## src/rtl/mms_stream_selector.sv

```systemverilog
// Serial max/min selector: scans a COUNT-element frame off a valid/ready stream and
// returns the winning value and its index. Define MMS_FLUSH_EN to add an early-end flush input.
module mms_stream_selector #(
  parameter int WIDTH = 8,
  parameter int COUNT = 8,
  parameter int IDX_W = 3
) (
  input  logic             clk,
  input  logic             rst_n,
`ifdef MMS_FLUSH_EN
  input  logic             flush,
`endif
  input  logic             select,
  input  logic             in_valid,
  output logic             in_ready,
  input  logic [WIDTH-1:0] in_data,
  output logic             out_valid,
  input  logic             out_ready,
  output logic [WIDTH-1:0] out_result,
  output logic [IDX_W-1:0] out_index
);

  localparam int CNT_W = $clog2(COUNT + 1);

  typedef enum logic [1:0] {IDLE, ACCUM, DONE} state_t;

  state_t             state_reg, state_next;
  logic [CNT_W-1:0]   count_reg, count_next;
  logic               sel_reg, sel_next;
  logic [WIDTH-1:0]   best_reg, best_next;
  logic [IDX_W-1:0]   idx_reg, idx_next;
  logic               accept;
  logic               flush_w;
  logic               replace;

`ifdef MMS_FLUSH_EN
  assign flush_w = flush;
`else
  assign flush_w = 1'b0;
`endif

  assign in_ready   = (state_reg != DONE);
  assign out_valid  = (state_reg == DONE);
  assign out_result = best_reg;
  assign out_index  = idx_reg;
  assign accept     = in_valid && in_ready;

  // Strict comparison: ties keep the earlier element.
  assign replace = sel_reg ? (in_data < best_reg) : (in_data > best_reg);

  always_comb begin
    state_next = state_reg;
    count_next = count_reg;
    sel_next   = sel_reg;
    best_next  = best_reg;
    idx_next   = idx_reg;
    case (state_reg)
      IDLE: begin
        if (accept) begin
          sel_next   = select;
          best_next  = in_data;
          idx_next   = '0;
          count_next = CNT_W'(1);
          state_next = ((COUNT == 1) || flush_w) ? DONE : ACCUM;
        end
      end
      ACCUM: begin
        if (accept) begin
          if (replace) begin
            best_next = in_data;
            idx_next  = IDX_W'(count_reg);
          end
          count_next = count_reg + CNT_W'(1);
          if (count_reg == CNT_W'(COUNT - 1))
            state_next = DONE;
        end
        // The beat accepted alongside a flush has already been folded in above.
        if (flush_w)
          state_next = DONE;
      end
      DONE: begin
        if (out_ready) begin
          state_next = IDLE;
          count_next = '0;
        end
      end
      default: state_next = IDLE;
    endcase
  end

  always_ff @(posedge clk or negedge rst_n) begin
    if (!rst_n) begin
      state_reg <= IDLE;
      count_reg <= '0;
      sel_reg   <= 1'b0;
      best_reg  <= '0;
      idx_reg   <= '0;
    end else begin
      state_reg <= state_next;
      count_reg <= count_next;
      sel_reg   <= sel_next;
      best_reg  <= best_next;
      idx_reg   <= idx_next;
    end
  end

endmodule

```

## config.mk

```make
export PLATFORM = sky130hd
export DESIGN_NAME = mms_stream_selector
export DESIGN_NICKNAME = d
export VERILOG_FILES = /design/src/rtl/mms_stream_selector.sv
export SDC_FILE = /design/constraint.sdc
export NUM_CORES = 1
export LEC_CHECK = 0
export ABC_CLOCK_PERIOD_IN_PS = 5700
export CORE_MARGIN = 3
export CORE_UTILIZATION = 44
export CTS_CLUSTER_SIZE = 40
export DETAILED_ROUTE_END_ITERATION = 16
export GPL_ROUTABILITY_DRIVEN = 1
export PLACE_DENSITY = 0.83
export SLEW_MARGIN = 20
export SYNTH_ARGS = -nofsm -noshare
export SYNTH_HDL_FRONTEND = slang
export SYNTH_SLANG_ARGS = --single-unit
```

## constraint.sdc

```tcl
create_clock -name clk -period 5.7 [get_ports clk]
set_clock_uncertainty 0.05 [all_clocks]
set_input_delay 0.855 -clock clk [delete_from_list [all_inputs] [get_ports clk]]
set_output_delay 0.855 -clock clk [all_outputs]
set_load 0.03 [all_outputs]
```

==> impl_results.md <==
* RSZ-0062 raised after global routing: false
* Fin Setup TNS at 0 ns
* Post-synthesis sequential area ratio at 41.3%
* DRC viols at 0
* Min-delay src: out_index[1]
* Clock share of power at 10.4%
* Synth Cell Area at 0.00109 mm2
* Layout Area Growth over Synthesis at 28.1%
* Status: finished clean
* Pre-CTS WS at 2.49 ns
* Vias in the first global route at 840
* Worst Path Required at 5.84 ns
* DR WL met2 at 1040 um
* Average cell area after synthesis at 10.5 um2
* Total Die Area at 0.00311 mm2
* Final Non-Filler Cells at 159
* Least-Margin Pin Slew at 0.844 ns
* I/O pins at 26
* Starting DRT DRC Count at 16
* Hpwl dp at 1660 um
* Postcts setup bufs at 0
* Die width at 55.8 um
* Wirelength per Cell at 13.5 um
* Final hold viol count at 0
* Starting Density at 47.9%
* Ratio of cells with drive above 1 in the final layout at 13.7%
* Die Y-Extent at 55.8 um
* CTS root buffer: clkbuf_4
* Final setup vio count at 0
* Synth Instances at 104
* Clock Path Buffers at 2
* Syn nets at 129
* Top-count cell post-synth: dfrtp_1
* Dominant synthesized flop cell: dfrtp_1
* Inst Count DP at 155
* Post-layout util at 61.4%
* Register area at 450 um2
* Final ANT Viol Nets at 0
* Multi-input gate area at 568 um2
* CP startpoint kind: input port
* Area of the core at 0.00228 mm2
* Cell Pwr Density at 560 mW/mm2
* Post-CTS resize count at 0
* Post-synth ARST share at 100%
* First-pass GRT wire length at 3910 um
* Vias at 828
* First-pass DRT Iterations at 4
* Met3 Wirelength at 127 um
* Synth area leaders: dfrtp_1 (41%), ha_1 (14%), mux2_4 (11%), inv_1 (5.2%), a21oi_1 (4.1%)
* DR vias/cell at 5.21
* Nets at 157
* Post-synth EDFFs at 0
* Antenna cells at 0
* Overflow after GRT at 0
* Fmax at 344 MHz
* FF-to-FF Start: out_result[1]
* Largest net degree at the start of global routing at 19
* Sequential power share at 28.6%
* Max cap viols at 0
* Fill count at 194
* Peak VDD IR at 0.342 mV
* Most frequent cells after synthesis: dfrtp_1 (18), inv_1 (15), ha_1 (12)
* Met1 wire length at 946 um
* Leak Pwr at 0.659 nW
* Worst-Skew Late Latency at 0.29 ns
* CP Class: input port to register
* CTS tree: yes
* Max FFs per register at 8
* Initial antenna violation count at 0
* Post-synthesis register bit count at 18
* Top Layer Used: met4
* Area share of the largest cell type after synthesis at 41.3%
* Internal power at 0.449 mW
* Routed wire length at 2140 um
* Cts hold-fix bufs at 0
* Sink Count at 18
* Clock slew at reported path FFs at 0.11 ns
* Count of input and output buffers at 25
* Crit path from: in_data[1]
* Worst setup EP type: register
* Crit path DAT at 3.05 ns
* Row count at 17
* Worst slew margin at 43.6%
* Total power at 0.782 mW
* Fin crit share at 51.0%
* H-tree depth at 1
* Final GP Congestion at 0.828
* Minimum clock period at 2.91 ns
* P_sw at 0.333 mW
* Final slew viol count at 0
* Yosys cell types at 25
* Synth area leader: dfrtp_1
* Ys Warns at 0
* HP Class: register to register
* Gr usage total at 15.7%
* CTS Buf Count at 3
* Switching Share at 42.6%
* Smallest setup slack after layout at 2.79 ns
* Comb pwr share at 61.1%
* Critical Path Fanout Max at 11
[placed cells by master (no fill, tap or decap)]
| master | Yosys | layout |
|---|---|---|
| a21oi_1 | 9 | 9 |
| a31o_2 | 1 | 1 |
| and2_1 | 1 | 1 |
| clkbuf_4 | 0 | 3 |
| clkbuf_8 | 0 | 1 |
| clkdlybuf4s50_1 | 0 | 25 |
| dfrtp_1 | 18 | 18 |
| ha_1 | 12 | 12 |
| inv_1 | 15 | 15 |
| mux2_2 | 3 | 3 |
| mux2_4 | 8 | 8 |
| mux2i_1 | 2 | 2 |
| nand2_1 | 9 | 9 |
| nand2b_1 | 1 | 1 |
| nand3_1 | 2 | 2 |
| nand3b_1 | 1 | 1 |
| nand4_1 | 2 | 2 |
| nor2_1 | 3 | 3 |
| nor2b_1 | 1 | 1 |
| nor2b_4 | 1 | 1 |
| nor3_1 | 2 | 2 |
| o211ai_2 | 1 | 1 |
| o21ai_0 | 7 | 7 |
| o21bai_1 | 1 | 1 |
| o22a_1 | 1 | 1 |
| or3b_1 | 1 | 1 |
[stage by stage]
step	hold slack [ns]	cell area, um2
2_1_floorplan	0.436	1090
3_3_place_gp	0.458	1360
3_5_place_dp	0.470	1360
4_1_cts	0.490	1400
5_1_grt	0.517	1400
6_report	0.485	1400
[worst max-delay path: stages]
cell	delay (ns)
clkdlybuf4s50_1	0.43
ha_1	0.32
nor2b_4	0.13
o211ai_2	0.12
a21oi_1	0.08
or3b_1	0.38
a31o_2	0.39
mux2_4	0.34
[cell type report]
class | count | share of cell area [%]
clock buffers | 4 | 2.60
inverters | 15 | 4.03
multi-input cells | 69 | 40.7
flip-flops and latches | 18 | 32.3
well taps | 28 | 2.51
repair buffers | 25 | 17.9
[power groups by stage]
stage	clock network (mW)	logic (mW)	registers [mW]
floorplan	0	0.278	0.286
global placement	0	0.465	0.222
detailed placement	0	0.480	0.226
CTS	0.0841	0.483	0.223
global route	0.0883	0.530	0.232
finish	0.0809	0.477	0.223
[final timing paths]
check / endpoint / cells after the start / slack [ns]
max in group asynchronous: count_reg[1] / 1 / 4.10
min in group asynchronous: out_result[1] / 1 / 0.98
worst max register to register: out_result[4] / 8 / 3.39
worst min register to register: out_index[1] / 2 / 0.48
worst max-delay path: out_result[4] / 8 / 2.79
worst min-delay path: out_index[1] / 2 / 0.48
[cells by family after synthesis]
logic type | after synthesis | share of synthesized area [%]
AOI/OAI and AO/OA | 20 | 10.8
DFF | 18 | 41.3
buffers and inverters | 17 | 6.54
muxes | 13 | 16.0
adders and majority gates | 12 | 13.8
and+or+nand+nor | 24 | 11.6
[metal layers]
| layer | up-vias | global-route usage [%] |
|---|---|---|
| li1 | 407 | - |
| met1 | 394 | 20.2 |
| met2 | 23 | 25.5 |
| met3 | 4 | 3.25 |
| met4 | 0 | 6.25 |
| met5 | - | 0 |
Note: power is estimated with default switching activity, not from simulation.
==> variant 1: new RTL, config.mk and constraints unchanged <==
The parameter `IDX_W` goes from 3 to 2.
--- a/src/rtl/mms_stream_selector.sv
+++ b/src/rtl/mms_stream_selector.sv
@@ -3,7 +3,7 @@
 module mms_stream_selector #(
   parameter int WIDTH = 8,
   parameter int COUNT = 8,
-  parameter int IDX_W = 3
+  parameter int IDX_W = 2
 ) (
   input  logic             clk,
   input  logic             rst_n,
Interface: changed (resized out_index); port bits go from 26 to 25. No check against the original RTL was run, so the function may have changed too.
==> variant 1 against the unedited design <==
Synthesized area decreased by 3.0%. Final cell count down 1.9%. Final area is 3.8% lower. Utilization shrank 1.8 points. Total power decreased by 6.1%. Worst hold slack improved by 0.0033 ns. Synthesized cell count decreased by 1.9%. Setup slack lost 0.10 ns. Sequential cell count down 1. Combinational power down 4.6%. Wire length is essentially flat. Sequential share of layout area decreased by 0.60 points. Critical path type unchanged. Highest routed layer unchanged.
==> variant 1: results (changes against the unedited design) <==
outcome: "completed"
avgViaCountPerCell: 5.19  # -0.42%
dr_wl_met2_um: 1090  # +5.0%
grt_max_degree: 18  # -1
min-delay-start: "out_index[0]$_DFFE_PN0P_"
max-slew-margin-rel: 0.490  # +0.0540
wl_met3_um: 129  # +1.6%
leakage_nw: 0.645  # -2.1%
firstDrtPassIters: 4  # unchanged
gp_congestion: 0.788  # -4.8%
yosys-top-cells-area: "dfrtp_1, ha_1, mux2_4"
ys_top_cells_by_count: "dfrtp_1, inv_1, ha_1"
grt_first_pass_wirelength_um: 3480  # -11%
dp_hpwl_um: 1670  # +0.23%
critPathMaxFanout: 10  # -1
ys_seq_area_frac: 0.402  # -0.0110
synth_cell_types: 27  # +8.0%
wl_met1_um: 910  # -3.8%
grt_pass1_vias: 830  # -1.2%
nFillCells: 201  # +3.6%
wl_per_cell_um: 13.7  # +2.0%
worstPathArrival_ns: 3.14  # +0.09 ns
synth_fp_nets: 127  # -1.6%
drtIter0Drc: 7  # -9
ir_worst_vdd_v: 0.000346  # +1.1%
numPortBuffers: 24  # -4.0%
-- variant 1: cell count changes in the layout (fill, tap and decap cells not counted), moves of 2 or more --
cell,change
nand2_1,+2
inv_1,-2
a21oi_1,-4
nor2_1,+2
-- variant 1: area by class of cell --
type	count	area, sq um	share of cell area
clock buffers	4	26.3	0.0196
inverters	13	48.8	0.0363
multi-input cells	70	568	0.423
flip-flops and latches	17	425	0.317
well taps	28	35.0	0.0261
repair buffers	24	240	0.179
-- variant 1: worst max-delay path: cells and delay by family --
family / cells / cell delay (ns)
fa+ha+maj: 1 / 0.32
compound gates: 3 / 0.65
buf+inv: 1 / 0.43
simple gates: 2 / 0.50
mux: 1 / 0.38
-- variant 1: report_power, final --
part	internal [mW]	switching, mW	total (mW)
logic	0.217	0.238	0.455
clock network	0.0272	0.0375	0.0647
registers	0.172	0.0427	0.215
total	0.416	0.319	0.734
-- variant 1: routing by layer --
metal / global-route usage / vias up
li1: - / 404
met1: 0.182 / 381
met2: 0.281 / 22
met3: 0.0563 / 2
met4: 0.0486 / 0
met5: 0 / -
-- variant 1: per-stage QoR --
stage | std cells | area (sq um) | power [mW] | util | worst slack (ns)
4_1_cts | 156 | 1340 | 0.740 | 0.596 | 2.69
3_5_place_dp | 152 | 1320 | 0.672 | 0.584 | 2.39
5_1_grt | 156 | 1340 | 0.797 | 0.596 | 2.58
2_1_floorplan | 102 | 1060 | 0.536 | - | 3.05
3_3_place_gp | 152 | 1320 | 0.649 | 0.584 | 2.44
6_report | 156 | 1340 | 0.734 | 0.596 | 2.69
-- variant 1: path summary, 6_finish.rpt --
check / endpoint / slack, ns
worst max register to register: out_result[3]$_DFFE_PN0P_ / 3.28
worst max-delay path: out_result[3]$_DFFE_PN0P_ / 2.69
worst min-delay path: out_index[0]$_DFFE_PN0P_ / 0.49
worst min register to register: out_index[0]$_DFFE_PN0P_ / 0.49
min in group asynchronous: out_result[2]$_DFFE_PN0P_ / 0.95
max in group asynchronous: count_reg[0]$_DFFE_PN0P_ / 4.17
-- variant 1: logic make-up after synthesis --
logic type	Yosys count	share of synthesized area
flops	17	0.402
buf+inv	15	0.0604
simple gates	28	0.136
mux	12	0.154
compound gates	18	0.105
fa+ha+maj	12	0.142
==> variant 2: new RTL, same flow settings <==
Without the edit above. Encoding of `state_t`: now one-hot (3 bits for 3 states).
--- a/src/rtl/mms_stream_selector.sv
+++ b/src/rtl/mms_stream_selector.sv
@@ -22,7 +22,7 @@
 
   localparam int CNT_W = $clog2(COUNT + 1);
 
-  typedef enum logic [1:0] {IDLE, ACCUM, DONE} state_t;
+  typedef enum logic [2:0] {IDLE = 3'b001, ACCUM = 3'b010, DONE = 3'b100} state_t;
 
   state_t             state_reg, state_next;
   logic [CNT_W-1:0]   count_reg, count_next;
Formal check against the unedited RTL: same outputs for any inputs over 10 cycles, from zero or initial values and one cycle with rst_n low; not proved beyond that.
==> variant 2 against the unedited design <==
Setup slack worse by 0.023 ns. Final area rose by 1.9%. Worst hold slack worse by 0.033 ns. Fmax shrank 0.79%. Synthesized area up 1.8%. Total power down 13%. Sequential cell count is 1 higher. Non-clock buffer count did not move. Sequential share of layout area up 1.3 points. Die area rose by 1.6%. Wire length rose by 5.2%. Count of clock-buffer cells in the layout down 1.
==> variant 2: results (changes against the unedited design) <==
outcome: "completed"
ys.flop_type: "dfrtp_1"
crit_start: "in_data[5]"
ys_top_cells_by_count: "dfrtp_1, inv_1, nand2_1"
yosys-top-cells-area: "dfrtp_1, ha_1, mux2_2"
drive_above_1_share: 0.107  # -0.0303
finalWirelength_um: 2250  # +5.2%
track_usage: 0.162  # +0.00572
numPortBuffers: 25  # unchanged
antenna_found_initial: 0  # unchanged
cts_max_path_buffers: 2  # unchanged
num_antenna_cells: 0  # unchanged
ir_worst_vdd_v: 0.000260  # -24%
largest_reg_flops: 8  # unchanged
clk-insertion-delay-late_ns: 0.29  # about the same
cts_buffers: 3  # unchanged
cts-root-buf: "clkbuf_4"
ys_seq_area_frac: 0.430  # +0.0162
async_flop_share: 1.00  # unchanged
intPower_mw: 0.388  # -14%
pre_cts_slack_ns: 2.45  # -0.0466 ns
final.setup.tns_ns: 0  # unchanged
num_vias: 923  # +11%
grt-ovfl-total: 0  # unchanged
min-delay-start: "state_reg[2]$_DFFE_PN0P_"
synth_cell_types: 31  # +24%
htree_num_levels: 1  # unchanged
placed_area_sq_um: 1400  # +2.6%
r2r_start: "out_result[5]$_DFFE_PN0P_"
period_share: 0.514  # +0.00408
leakage_nw: 0.663  # +0.66%
start_util: 0.483  # +0.00428
hold_path.class: "register to register"
firstDrtPassIters: 4  # unchanged
synth_cells: 111  # +6.7%
clk_pin_slew_worst_paths_ns: 0.11  # about the same
post-cts-setup-buffer-count: 0  # unchanged
grt_max_degree: 20  # +1
nets: 163  # +3.8%
grt_pass1_vias: 958  # +14%
gp_congestion: 0.886  # +7.0%
fin_cells: 168  # +5.7%
worstPathArrival_ns: 3.07  # +0.02 ns
critPathMaxFanout: 8  # -3
max-slew-margin-rel: 0.424  # -0.0114
grt_first_pass_wirelength_um: 4200  # +7.6%
drtIter0Drc: 5  # -11
synth_fp_nets: 133  # +3.1%
dp_hpwl_um: 1810  # +8.9%
yosysWarnings: 0  # unchanged
[variant 2: per-layer routing]
| metal | routed length [um] | up-vias | track usage |
|---|---|---|---|
| met5 | 0 | - | 0 |
| met4 | 8 | 0 | 0.0305 |
| met3 | 135 | 2 | 0.0348 |
| met2 | 1130 | 27 | 0.292 |
| met1 | 976 | 441 | 0.199 |
| li1 | - | 453 | - |
[variant 2: critical path, stage by stage]
cell and delay (ns):
clkdlybuf4s50_1 0.43, ha_1 0.31, a211o_1 0.27, a21oi_2 0.18
mux2i_1 0.10, and4b_4 0.23, a21oi_4 0.31, mux2_2 0.38
[variant 2: path summary, 6_finish.rpt]
kind	endpoint	slack, ns	cells past startpoint
min in group asynchronous	out_result[7]$_DFFE_PN0P_	0.99	1
max in group asynchronous	count_reg[0]$_DFFE_PN0P_	4.08	1
hold reg to reg	state_reg[1]$_DFFE_PN0P_	0.45	1
setup / recovery	out_result[1]$_DFFE_PN0P_	2.77	8
hold / removal	state_reg[1]$_DFFE_PN0P_	0.45	1
setup reg to reg	out_result[1]$_DFFE_PN0P_	3.36	8
[variant 2: logic make-up after synthesis]
family / synth area share
compound gates: 0.135
fa+ha+maj: 0.101
buf+inv: 0.0474
flops: 0.430
mux: 0.116
simple gates: 0.170
[variant 2: power groups by stage]
stage,Sequential (mW),Clock (mW),Combinational [mW]
finish,0.231,0.0681,0.383
global route,0.240,0.0760,0.424
CTS,0.231,0.0713,0.386
detailed placement,0.233,0,0.385
global placement,0.230,0,0.372
floorplan,0.290,0,0.200
[variant 2: cell type report]
class                           count  area, sq um
Sequential cell                    19          477
Clock inverter                      1         5.00
Clock buffer                        3         22.5
Timing Repair Buffer               25          250
Tap cell                           28         35.0
Fill cell                         209          875
Inverter                           14         52.6
Multi-Input combinational cell     78          581
